$ cat src/rtl/btb_predictor.sv
// Direct-mapped branch target buffer with 2-bit saturating counters.
// Lookup is combinational; EX-stage updates land on the next rising edge.
module btb_predictor #(
  parameter int INDEX_BITS = 4
) (
  input  logic        clk,
  input  logic        rst,
  input  logic [31:0] if_pc,
  output logic [31:0] pred_target,
  output logic [1:0]  btb_flag,
  input  logic        upd_valid,
  input  logic [31:0] upd_pc,
  input  logic [31:0] upd_target,
  input  logic        upd_taken,
  input  logic        upd_uncond
);

  localparam int ENTRIES  = 1 << INDEX_BITS;
  localparam int TAG_BITS = 30 - INDEX_BITS;

  logic                valid_q  [ENTRIES];
  logic [TAG_BITS-1:0] tag_q    [ENTRIES];
  logic [31:0]         target_q [ENTRIES];
  logic [1:0]          ctr_q    [ENTRIES];

  logic [INDEX_BITS-1:0] lookupIdx;
  logic [TAG_BITS-1:0]   lookupTag;
  logic                  lookupHit;
  logic                  predTaken;

  logic [INDEX_BITS-1:0] updIdx;
  logic [TAG_BITS-1:0]   updTag;
  logic                  updHit;

  logic                  wrEn;
  logic                  wrValid_d;
  logic [TAG_BITS-1:0]   wrTag_d;
  logic [31:0]           wrTarget_d;
  logic [1:0]            wrCtr_d;

  // The two low PC bits never take part in indexing or tagging.
  logic unused_pc_bits;
  assign unused_pc_bits = ^{if_pc[1:0], upd_pc[1:0]};

  assign lookupIdx = if_pc[INDEX_BITS+1:2];
  assign lookupTag = if_pc[31:INDEX_BITS+2];
  assign lookupHit = valid_q[lookupIdx] && (tag_q[lookupIdx] == lookupTag);
  assign predTaken = lookupHit && ctr_q[lookupIdx][1];

  assign btb_flag    = {lookupHit, predTaken};
  assign pred_target = predTaken ? target_q[lookupIdx] : (if_pc + 32'd4);

  assign updIdx = upd_pc[INDEX_BITS+1:2];
  assign updTag = upd_pc[31:INDEX_BITS+2];
  assign updHit = valid_q[updIdx] && (tag_q[updIdx] == updTag);

  // Next contents of the single entry addressed by the update port.
  always_comb begin
    wrEn       = 1'b0;
    wrValid_d  = valid_q[updIdx];
    wrTag_d    = tag_q[updIdx];
    wrTarget_d = target_q[updIdx];
    wrCtr_d    = ctr_q[updIdx];
    if (upd_valid) begin
      if (updHit) begin
        wrEn = 1'b1;
        if (upd_taken) begin
          wrCtr_d    = (ctr_q[updIdx] == 2'b11) ? 2'b11 : ctr_q[updIdx] + 2'b01;
          wrTarget_d = upd_target;
        end else begin
          wrCtr_d = (ctr_q[updIdx] == 2'b00) ? 2'b00 : ctr_q[updIdx] - 2'b01;
        end
      end else if (upd_taken) begin
        wrEn       = 1'b1;
        wrValid_d  = 1'b1;
        wrTag_d    = updTag;
        wrTarget_d = upd_target;
        wrCtr_d    = upd_uncond ? 2'b11 : 2'b10;
      end
    end
  end

  // Tags and targets are left alone on reset; clearing valid is enough to hide them.
  always_ff @(posedge clk) begin
    if (rst) begin
      for (int i = 0; i < ENTRIES; i++) begin
        valid_q[i] <= 1'b0;
        ctr_q[i]   <= 2'b01;
      end
    end else if (wrEn) begin
      valid_q[updIdx]  <= wrValid_d;
      tag_q[updIdx]    <= wrTag_d;
      target_q[updIdx] <= wrTarget_d;
      ctr_q[updIdx]    <= wrCtr_d;
    end
  end

endmodule

$ cat config.mk
export PLATFORM = sky130hd
export DESIGN_NAME = btb_predictor
export DESIGN_NICKNAME = d
export VERILOG_FILES = /design/src/rtl/btb_predictor.sv
export SDC_FILE = /design/constraint.sdc
export NUM_CORES = 1
export LEC_CHECK = 0
export ABC_CLOCK_PERIOD_IN_PS = 10800
export CAP_MARGIN = 25
export CORE_ASPECT_RATIO = 0.9
export CORE_MARGIN = 5
export CORE_UTILIZATION = 62
export DETAILED_ROUTE_END_ITERATION = 10
export MAX_ROUTING_LAYER = met4
export PLACE_DENSITY = 0.8
export RECOVER_POWER = 100
export REMOVE_ABC_BUFFERS = 1
export SYNTH_ARGS = -nofsm -noshare
export SYNTH_HDL_FRONTEND = slang
export SYNTH_SLANG_ARGS = --single-unit
$ cat constraint.sdc
create_clock -name clk -period 10.8 [get_ports clk]
set_input_delay 3.24 -clock clk [delete_from_list [all_inputs] [get_ports clk]]
set_output_delay 3.24 -clock clk [all_outputs]
set_load 0.05 [all_outputs]
## After elaboration in Yosys (flattened, before gate mapping)

Memory sizes are Yosys's and may differ from the RTL's.
Index checks and enable logic that the tools add are counted.
Widths: inputs -> output; s select.

- Add/sub/neg operators: 3
- Multipliers: 0
- Div/mod/pow operators: 0
- $lt $le $gt $ge: 0
- Eq/ne operators: 5
- Shift-type cells: 0
- Multiplexer cells: 30
- Bitwise operators: 0
- Reduce and logical (&&, ||, !) cells: 7

Operators by type and width:

| operator | number |
|---|---|
| $mux 32 | 3 |
| $mux 26 | 3 |
| $eq 26x26->1 | 2 |
| $add 32x3->32 const B | 1 |
| $mux 1 | 15 |
| $mux 2 | 7 |
| $mux 4 | 2 |
| $logic_and 1x1->1 | 3 |
| $reduce_and 3->1 | 1 |
| $add 2x1->2 const B | 1 |
| $eq 2x2->1 const B | 1 |
| $logic_not 2->1 | 1 |
| $ne 2x2->1 const B | 1 |
| $reduce_or 2->1 | 1 |
| $sub 2x1->2 const B | 1 |
| $ne 1x1->1 const B | 1 |
| $reduce_or 1->1 | 1 |

- Bits in registers: 0
- Bits in latches: 0
- RAM bits: 976
- ROM bits: 0
- Input bits: 101
- Output and inout port bits: 34
- Word-level logic and storage cells: 49
- Memories kept: 4

Memory list:

| name | words | bits a word | read ports | clocked after Yosys merged registers in | write ports | line | source |
|---|---|---|---|---|---|---|---|
| target_q | 16 | 32 | 1 | 0 | 1 | 23 | `logic [31:0] target_q [ENTRIES];` |
| tag_q | 16 | 26 | 2 | 0 | 1 | 22 | `logic [TAG_BITS-1:0] tag_q [ENTRIES];` |
| ctr_q | 16 | 2 | 2 | 0 | 16 | 24 | `logic [1:0] ctr_q [ENTRIES];` |
| valid_q | 16 | 1 | 2 | 0 | 16 | 21 | `logic valid_q [ENTRIES];` |

## Logic depth before layout (Yosys ltp)

Gate-level depths: netlist of the first run.
An unclocked memory read counts as a cell.

- Depth after elaboration: 10
- Depth in mapped cells: 15
- Depth with buffers taken out: 9

## Worst setup path before layout of the first run

Ideal clock, no wire load.

- Path type: input to output
- Start: input port if_pc[2]
- End: output port pred_target[11]
- Arrival: 6.973 ns
- Data required time: 7.560 ns
- Path slack: 0.587 ns
- Stages on the path: 11
- Buffers on the path: 7
- Cell sequence: buf_2 > buf_2 > buf_4 > buf_2 > mux4_2 > mux4_2 > clkbuf_1 > and2_1 > buf_2 > buf_2 > o21ai_0

- Word-level cells in the longest chain between the ends: 5
- Elaborated cells on any way between the ends: 9
- Those cells by class: 1 x add/sub; 1 x eq/ne; 1 x mux; 2 x reduce/logical; 4 x memory

RTL lines:

| what | line | source |
|---|---|---|
| start, declared | 8 | `input logic [31:0] if_pc,` |
| $mem_v2 16x26 | -- |  |
| $eq 26x26->1 | 47 | `assign lookupHit = valid_q[lookupIdx] && (tag_q[lookupIdx] == lookupTag);` |
| $logic_and 1x1->1 | 47 |  |
| $logic_and 1x1->1 * | 48 | `assign predTaken = lookupHit && ctr_q[lookupIdx][1];` |
| via predTaken | 29 | `logic predTaken;` |
| $mux 32 * | 51 | `assign pred_target = predTaken ? target_q[lookupIdx] : (if_pc + 32'd4);` |
| end, declared | 9 | `output logic [31:0] pred_target,` |

Mark *: on every way through the listed nets, which the timed path passes. The rest lies on a longest branch.

## Worst setup path after layout of the first run

- Start: input port if_pc[2]
- End: output port pred_target[29]

- Word-level cells in the longest chain between the ends: 5
- Elaborated cells on any way between the ends: 9
- Those cells by class: 1 x add/sub; 1 x eq/ne; 1 x mux; 2 x reduce/logical; 4 x memory

RTL lines:

| what | line |
|---|---|
| $mem_v2 16x26 | -- |
| $eq 26x26->1 | 47 |
| $logic_and 1x1->1 | 47 |
| $logic_and 1x1->1 | 48 |
| $mux 32 * | 51 |

Mark *: on every way between the ends. The rest lies on a longest branch, timed or not.

==> results of run 1 <==
## where the power goes
group          total, mW  leakage (nW)  switching [mW]  internal [mW]
registers           4.24          8.77          0.0104           4.23
clock network       3.43          1.56            1.41           2.02
logic              0.707          5.65           0.430          0.278
## cell families (layout without fill, tap and decap cells)
logic type,after synthesis,count (layout)
AO/OA/AOI/OAI,169,169
XOR/XNOR,75,75
adder cells (fa/ha/maj),2,2
buffers and inverters,173,424
flip-flops,976,976
multiplexers,596,596
other,0,8
AND/OR/NAND/NOR,281,281
## state kept, by name, summed over array words and instances (netlist names)
signal and cells:
ctr_q 32, tag_q 416, target_q 512, valid_q 16
## worst max-delay path, stage by stage
cell	delay (ns)
buf_8	0.25
buf_12	0.27
buf_12	0.20
mux4_2	0.53
mux2i_1	0.14
mux2i_1	0.17
xor2_1	0.19
nor4_1	0.51
nand3_1	0.15
nor4_2	0.38
and2_0	0.36
buf_12	0.22
mux2_1	0.42
buf_4	0.22
## metal layers
metal / up-vias / wire (microns)
met4: 0 / 4460
met1: 12888 / 42900
li1: 9905 / -
met2: 1995 / 58900
met5: - / 0
met3: 343 / 15400
## synthesized netlist by cell type (3+ instances only)
cell,n,area share
nor3_2,5,0.0011
a21oi_1,23,0.0026
a31oi_1,7,0.00099
nor3_1,40,0.0045
or4_1,3,0.00051
a2111oi_0,3,0.00059
o21a_1,3,0.00051
nand2b_1,7,0.00099
buf_1,23,0.0020
or2_2,6,0.00085
inv_1,18,0.0015
nand4_1,5,0.00071
or2_1,12,0.0017
a211oi_1,9,0.0015
o21ai_1,13,0.0015
mux4_2,359,0.18
and3_1,6,0.00085
a41oi_1,3,0.00059
xnor2_1,52,0.010
o211ai_1,5,0.00085
a22oi_1,26,0.0044
a2bb2oi_1,4,0.00079
nor2b_1,29,0.0041
nor3b_1,5,0.00085
a221oi_1,3,0.00059
nand3_1,32,0.0036
o22ai_1,21,0.0030
nand2_1,55,0.0047
clkbuf_1,48,0.0041
xor2_1,23,0.0046
edfxtp_1,976,0.66
nor3_4,12,0.0044
mux2_2,71,0.018
buf_6,11,0.0028
nor2_1,38,0.0032
or3_1,5,0.00071
buf_4,23,0.0039
o21ai_0,28,0.0032
mux2i_1,153,0.035
nor4_1,11,0.0016
buf_2,47,0.0053
mux2_1,11,0.0028
## stage by stage
| step | hold slack [ns] | utilization | setup WS, ns | total power [mW] | instances |
|---|---|---|---|---|---|
| 2_1_floorplan | 1.04 | - | -1.43 | 4.68 | 2119 |
| 3_3_place_gp | 1.16 | 0.666 | 0.516 | 4.99 | 3283 |
| 3_5_place_dp | 1.22 | 0.666 | 0.489 | 5.02 | 3283 |
| 4_1_cts | 1.23 | 0.711 | 0.398 | 8.40 | 3455 |
| 5_1_grt | 1.20 | 0.709 | 0.113 | 8.61 | 3471 |
| 6_report | 1.17 | 0.709 | 0.250 | 8.38 | 3471 |
## worst paths after layout
kind / to / depth (start not counted)
min: ctr_q[0][0] / 4
min reg2reg: ctr_q[0][0] / 4
max: pred_target[29] / 14
max reg2reg: tag_q[10][7] / 9
## final cells by class
type	instances	area [sq um]
diodes	8	20.0
clock buffers	117	2480
clock inverters	55	727
fillers	4119	20500
inverters	20	75.1
multi-input cells	1123	14100
flip-flops and latches	976	29300
well taps	940	1180
repair buffers	232	1950
==> implementation parameters, run 1 <==
Parameter                              Value

Setup path
  Startpoint of the worst-slack reg-to-reg timing path ... tag_q[15][1]
  Crit-path max FO ... 22
  Critical Path Source Type ... input port
  Data arrival time of the critical path ... 7.31 ns
  Worst setup path startpoint ... if_pc[2]
  Required @ worst endpoint ... 7.56 ns
  Setup slack of the most critical reg-to-reg path ... 5.32 ns
  Nature of the critical path endpoint ... output pin
  Critical path class ... in2out

CTS
  # clock sinks ... 976
  Buffers inserted during post-CTS setup optimization ... 0
  Cells resized by post-CTS repair ... 0
  H-tree depth reported by CTS ... 3
  Root buf cell ... clkbuf_16
  Count of hold buffers inserted by post-cts repair ... 0
  Clock transition at the register clock pins on the worst setup and hold paths after CTS ... 0.06 ns
  Longest Clk Path Bufs ... 3
  Insertion delay of the later-clocked pin in the worst-skew pair ... 0.66 ns
  TritonCTS Buffers ... 94
  CTS tree ... yes

STA
  Transition time at the pin with the least slew margin ... 3.06 ns
  Final setup violation count ... 0
  Max Clock Freq ... 0.0948 GHz
  Skew final ... 0.0221 ns
  Number of pins exceeding their max-slew limit in the final report ... just over 600
  Setup repair after global routing missed its margin ... no
  Final hold violation count ... 0
  Relative max-transition margin ... -1.04
  Setup TNS Final ... 0 ns
  Share of the clock period used by the worst path ... 0.977
  Post-route minimum period ... 10.55 ns

Global routing
  Total Routing Usage GR ... 0.326
  Met3 Track Usage GR ... 0.0743
  Met2 layer usage reported by global route ... 0.502
  GR Util met1 ... 0.444
  Vias in the first global route ... 25758
  Total congestion overflow after global routing ... 0
  Highest-utilization routing layer at the global route stage ... met2
  Number of antenna violations at the first check in global routing ... 12
  First-pass GRT wire length ... approximately 180 mm
  Largest net degree at the start of global routing ... 90

Final layout
  Layout cells sized above 1 ... 0.284
  Most frequent standard cell in the layout excluding fill and tap cells ... edfxtp_1
  Total non-filler cell area in the finished layout ... between 0.04 and 0.05 sq mm
  Commonest cells after routing, fill and taps aside ... edfxtp_1, mux4_2, mux2i_1
  Nets@finish ... 2549
  P&R area growth vs syn ... 12.7%

Route
  Via count ... 25131
  Via/cell ratio ... 7.24
  Wire per inst ... 35.0 microns
  Final antenna-violating net count ... 0
  Wirelength, routed ... 122 mm
  Iteration-0 DRC count of the detailed router ... slightly below 4000
  Number of optimization iterations in the first detailed-route pass ... 6
  # DRC ... 0

Logic synthesis
  Adder and majority cell fraction of the synthesized area ... 0.000509
  Yosys reg bits ... 976
  Netlist area before placement ... 0.0442 sq mm
  Instance count of the mapped netlist ... about 2300
  Syn. warnings ... 0
  Post-Synth Simple-Gate Area ... 0.0364
  Per-instance average area after synthesis ... 19.5 sq um
  Commonest register cell after synthesis ... edfxtp_1
  Xor/xnor cell area share of the yosys netlist ... 0.0149
  Multiplexer area fraction after synthesis ... 0.239
  Proportion of synthesized chip area in sequential cells ... 0.663
  Number of synthesized flops with an enable pin ... 976
  Combinational family with the most area after synthesis ... multiplexers
  Unique masters post-synth ... 73
  Fraction of the mapped netlist area in compound gates ... 0.0265
  Proportion of register bits with asynchronous set or reset after synthesis ... 0

Run status
  Failing checks ... max-capacitance violations, max-slew violations
  Status ... finished, violations left

Die
  Floorplan die width ... 292 microns
  Vertical extent of the die ... between 200 and 300 microns
  Row Count ... 92
  Top Ports ... 135
  Die outline area ... roughly 0.077 sq mm
  Starting Density ... 0.629
  Area of the core ... ~0.07 sq mm

Power
  Cell Pwr Density ... 168 mW/mm^2
  P_leak ... 16.0 nW
  Worst IR drop on VDD ... 0.130 mV

Worst hold path
  Min-Delay Path Class ... reg2reg
  Start point of the worst hold path ... ctr_q[4][0]

Placed design
  Count of port buffers added during placement ... 132
  Area post-placement ... 0.0468 sq mm
  GP Congestion ... 0.925
  Half-perimeter wire length after placement ... 71.8 mm

Flow run
  Max-cap violations ... 18
Power figures use the tool's default switching activity.
==> run 2, diff against run 1 <==
--- a/config.mk
+++ b/config.mk
@@ -6,9 +6,8 @@
 export NUM_CORES = 1
 export LEC_CHECK = 0
 export ABC_CLOCK_PERIOD_IN_PS = 10800
-export CAP_MARGIN = 25
 export CORE_ASPECT_RATIO = 0.9
-export CORE_MARGIN = 5
+export CORE_MARGIN = 2
 export CORE_UTILIZATION = 62
 export DETAILED_ROUTE_END_ITERATION = 10
 export MAX_ROUTING_LAYER = met4
==> run 2 against run 1 <==
The run still ends with max-capacitance violations, max-slew violations left; critical path type unchanged; sequential share of layout area rose by 0.40 points; sequential power barely moved; largest cell class unchanged; first-iteration DRC count fell by 2.8%.
==> implementation parameters, run 2 (synthesized netlist as in run 1, its figures left out) <==
Parameter                              Value

Route
  Number of optimization iterations in the first detailed-route pass ... 7 (+1)
  Wirelength, routed ... 119 mm (-1.8%)
  Final antenna-violating net count ... 0 (unchanged)
  # DRC ... 0 (unchanged)
  Wire per inst ... 34.3 microns (-2.0%)
  Iteration-0 DRC count of the detailed router ... 3853 (-2.8%)
  Via count ... 25201 (+0.28%)
  Via/cell ratio ... 7.25 (+0.11%)

CTS
  Count of hold buffers inserted by post-cts repair ... 0 (unchanged)
  Cells resized by post-CTS repair ... 0 (unchanged)
  CTS tree ... yes
  TritonCTS Buffers ... 95 (+1.1%)
  Insertion delay of the later-clocked pin in the worst-skew pair ... 0.67 ns (about the same)
  H-tree depth reported by CTS ... 3 (unchanged)
  Root buf cell ... clkbuf_16
  Buffers inserted during post-CTS setup optimization ... 0 (unchanged)
  # clock sinks ... 976 (unchanged)
  Clock transition at the register clock pins on the worst setup and hold paths after CTS ... 0.06 ns (about the same)
  Longest Clk Path Bufs ... 3 (unchanged)

Final layout
  Layout cells sized above 1 ... 0.272 (-0.0115)
  Most flops, register ... target_q
  Flip-flop count of the largest register, all copies and words added ... 512 (unchanged)
  Commonest cells after routing, fill and taps aside ... edfxtp_1, mux4_2, mux2i_1
  P&R area growth vs syn ... 11.9%
  Most frequent standard cell in the layout excluding fill and tap cells ... edfxtp_1
  Nets@finish ... 2552 (+0.12%)
  Filler instances ... 4232 (+2.7%)
  Registers with the most flip-flops ... target_q x512, tag_q x416, ctr_q x32

STA
  Relative max-transition margin ... -1.01 (+0.0346)
  Skew final ... 0.0252 ns (+0.00309 ns)
  Number of pins exceeding their max-slew limit in the final report ... 474 (-22%)
  Final WS setup ... 0.172 ns (-0.0776 ns)
  Final hold violation count ... 0 (unchanged)
  Setup repair after global routing missed its margin ... no
  Max Clock Freq ... 0.0941 GHz (-0.73%)
  Final setup violation count ... 0 (unchanged)
  Post-route minimum period ... 10.63 ns (+0.0776 ns)
  Share of the clock period used by the worst path ... 0.984 (+0.00718)
  Transition time at the pin with the least slew margin ... 3.01 ns (-0.0519 ns)

Setup path
  Logic depth of the worst register-to-register path ... 9 (unchanged)
  Nature of the critical path endpoint ... output pin
  Critical path class ... in2out
  Startpoint of the worst-slack reg-to-reg timing path ... tag_q[5][1]
  Required @ worst endpoint ... 7.56 ns (about the same)
  Setup slack of the most critical reg-to-reg path ... 5.26 ns (-0.06 ns)
  Worst setup path startpoint ... if_pc[2]
  Endpoint of the most critical register-to-register path ... tag_q[1][12]
  Data arrival time of the critical path ... 7.39 ns (+0.08 ns)
  Critical Path Source Type ... input port
  Crit-path max FO ... 25 (+14%)

Global routing
  Total congestion overflow after global routing ... 0 (unchanged)
  Largest net degree at the start of global routing ... 132 (+47%)
  Number of antenna violations at the first check in global routing ... 9 (-3)
  Total Routing Usage GR ... 0.338 (+0.0129)
  First-pass GRT wire length ... 172 mm (-2.8%)
  Vias in the first global route ... 25563 (-0.76%)

Die
  Starting Density ... 0.629 (unchanged)
  Vertical extent of the die ... 257 microns (-2.3%)
  Row Count ... 92 (unchanged)
  Die outline area ... 0.0735 sq mm (-4.3%)
  Floorplan die width ... 286 microns (-2.1%)
  Area of the core ... 0.0703 sq mm (unchanged)
  Top Ports ... 135 (unchanged)

Worst hold path
  Start point of the worst hold path ... tag_q[0][5]
  Hold Path End ... tag_q[4][5]
  Worst hold path depth ... 5 (+1)
  Min-Delay Path Class ... reg2reg

Power
  Total power ... 8.28 mW (-1.2%)
  Cell Pwr Density ... 167 mW/mm^2 (-0.56%)
  P_leak ... 15.9 nW (-0.82%)
  Worst IR drop on VDD ... 0.132 mV (+2.2%)

Run status
  Failing checks ... max-capacitance violations, max-slew violations
  Status ... finished, violations left

Placed design
  Place WS ... 0.377 ns (-0.113 ns)
  Half-perimeter wire length after placement ... 70.6 mm (-1.7%)
  Count of port buffers added during placement ... 132 (unchanged)
  GP Congestion ... 0.950 (+2.7%)

Flow run
  Max-cap violations ... 18 (unchanged)
-- run 2: how the worst max path moves through the flow --
stage | end | slack (ns) | depth (start not counted)
finish | pred_target[29] | 0.17 | 14
global route | pred_target[29] | 0.12 | 14
CTS | pred_target[20] | 0.37 | 14
detailed placement | pred_target[20] | 0.38 | 14
global placement | pred_target[20] | 0.35 | 14
floorplan | pred_target[11] | -1.43 | 8
-- run 2: per-stage QoR --
step	util	instances	cell area, sq um	hold slack, ns	setup TNS [ns]
2_1_floorplan	-	2119	43400	1.04	-38.33
3_3_place_gp	0.666	3293	46800	1.17	0
3_5_place_dp	0.666	3293	46800	1.23	0
4_1_cts	0.710	3467	50000	1.24	0
5_1_grt	0.704	3476	49500	1.46	0
6_report	0.704	3477	49500	1.40	0
-- run 2: layout make-up --
| class | instances | area (sq um) | share of cell area |
|---|---|---|---|
| inverters | 20 | 75.1 | 0.00152 |
| clock inverters | 58 | 631 | 0.0127 |
| multi-input cells | 1123 | 13900 | 0.281 |
| well taps | 940 | 1180 | 0.0238 |
| repair buffers | 234 | 1920 | 0.0389 |
| flip-flops and latches | 976 | 29300 | 0.592 |
| clock buffers | 116 | 2480 | 0.0500 |
| diodes | 10 | 25.0 | 0.000505 |
-- run 2: metal layers --
| layer | share of wire | up-vias | global-route usage |
|---|---|---|---|
| li1 | - | 9908 | - |
| met1 | 0.36 | 13065 | 0.458 |
| met2 | 0.47 | 1883 | 0.504 |
| met3 | 0.12 | 345 | 0.0811 |
| met4 | 0.044 | 0 | 0.136 |
| met5 | 0 | - | - |
-- run 2: power breakdown --
group | leakage [nW] | internal [mW] | switching, mW
registers | 8.77 | 4.23 | 0.0113
logic | 5.57 | 0.276 | 0.423
clock network | 1.51 | 1.92 | 1.41
-- run 2: worst max-delay path, stage by stage --
cell and delay (ns):
buf_8 0.24, buf_12 0.29, buf_4 0.22, mux4_2 0.51, mux4_2 0.47, xor2_1 0.16
nor4_1 0.37, nand3_1 0.14, nor4_1 0.23, buf_4 0.28, and2_2 0.22, clkbuf_2 0.28
mux2_1 0.46, buf_4 0.23
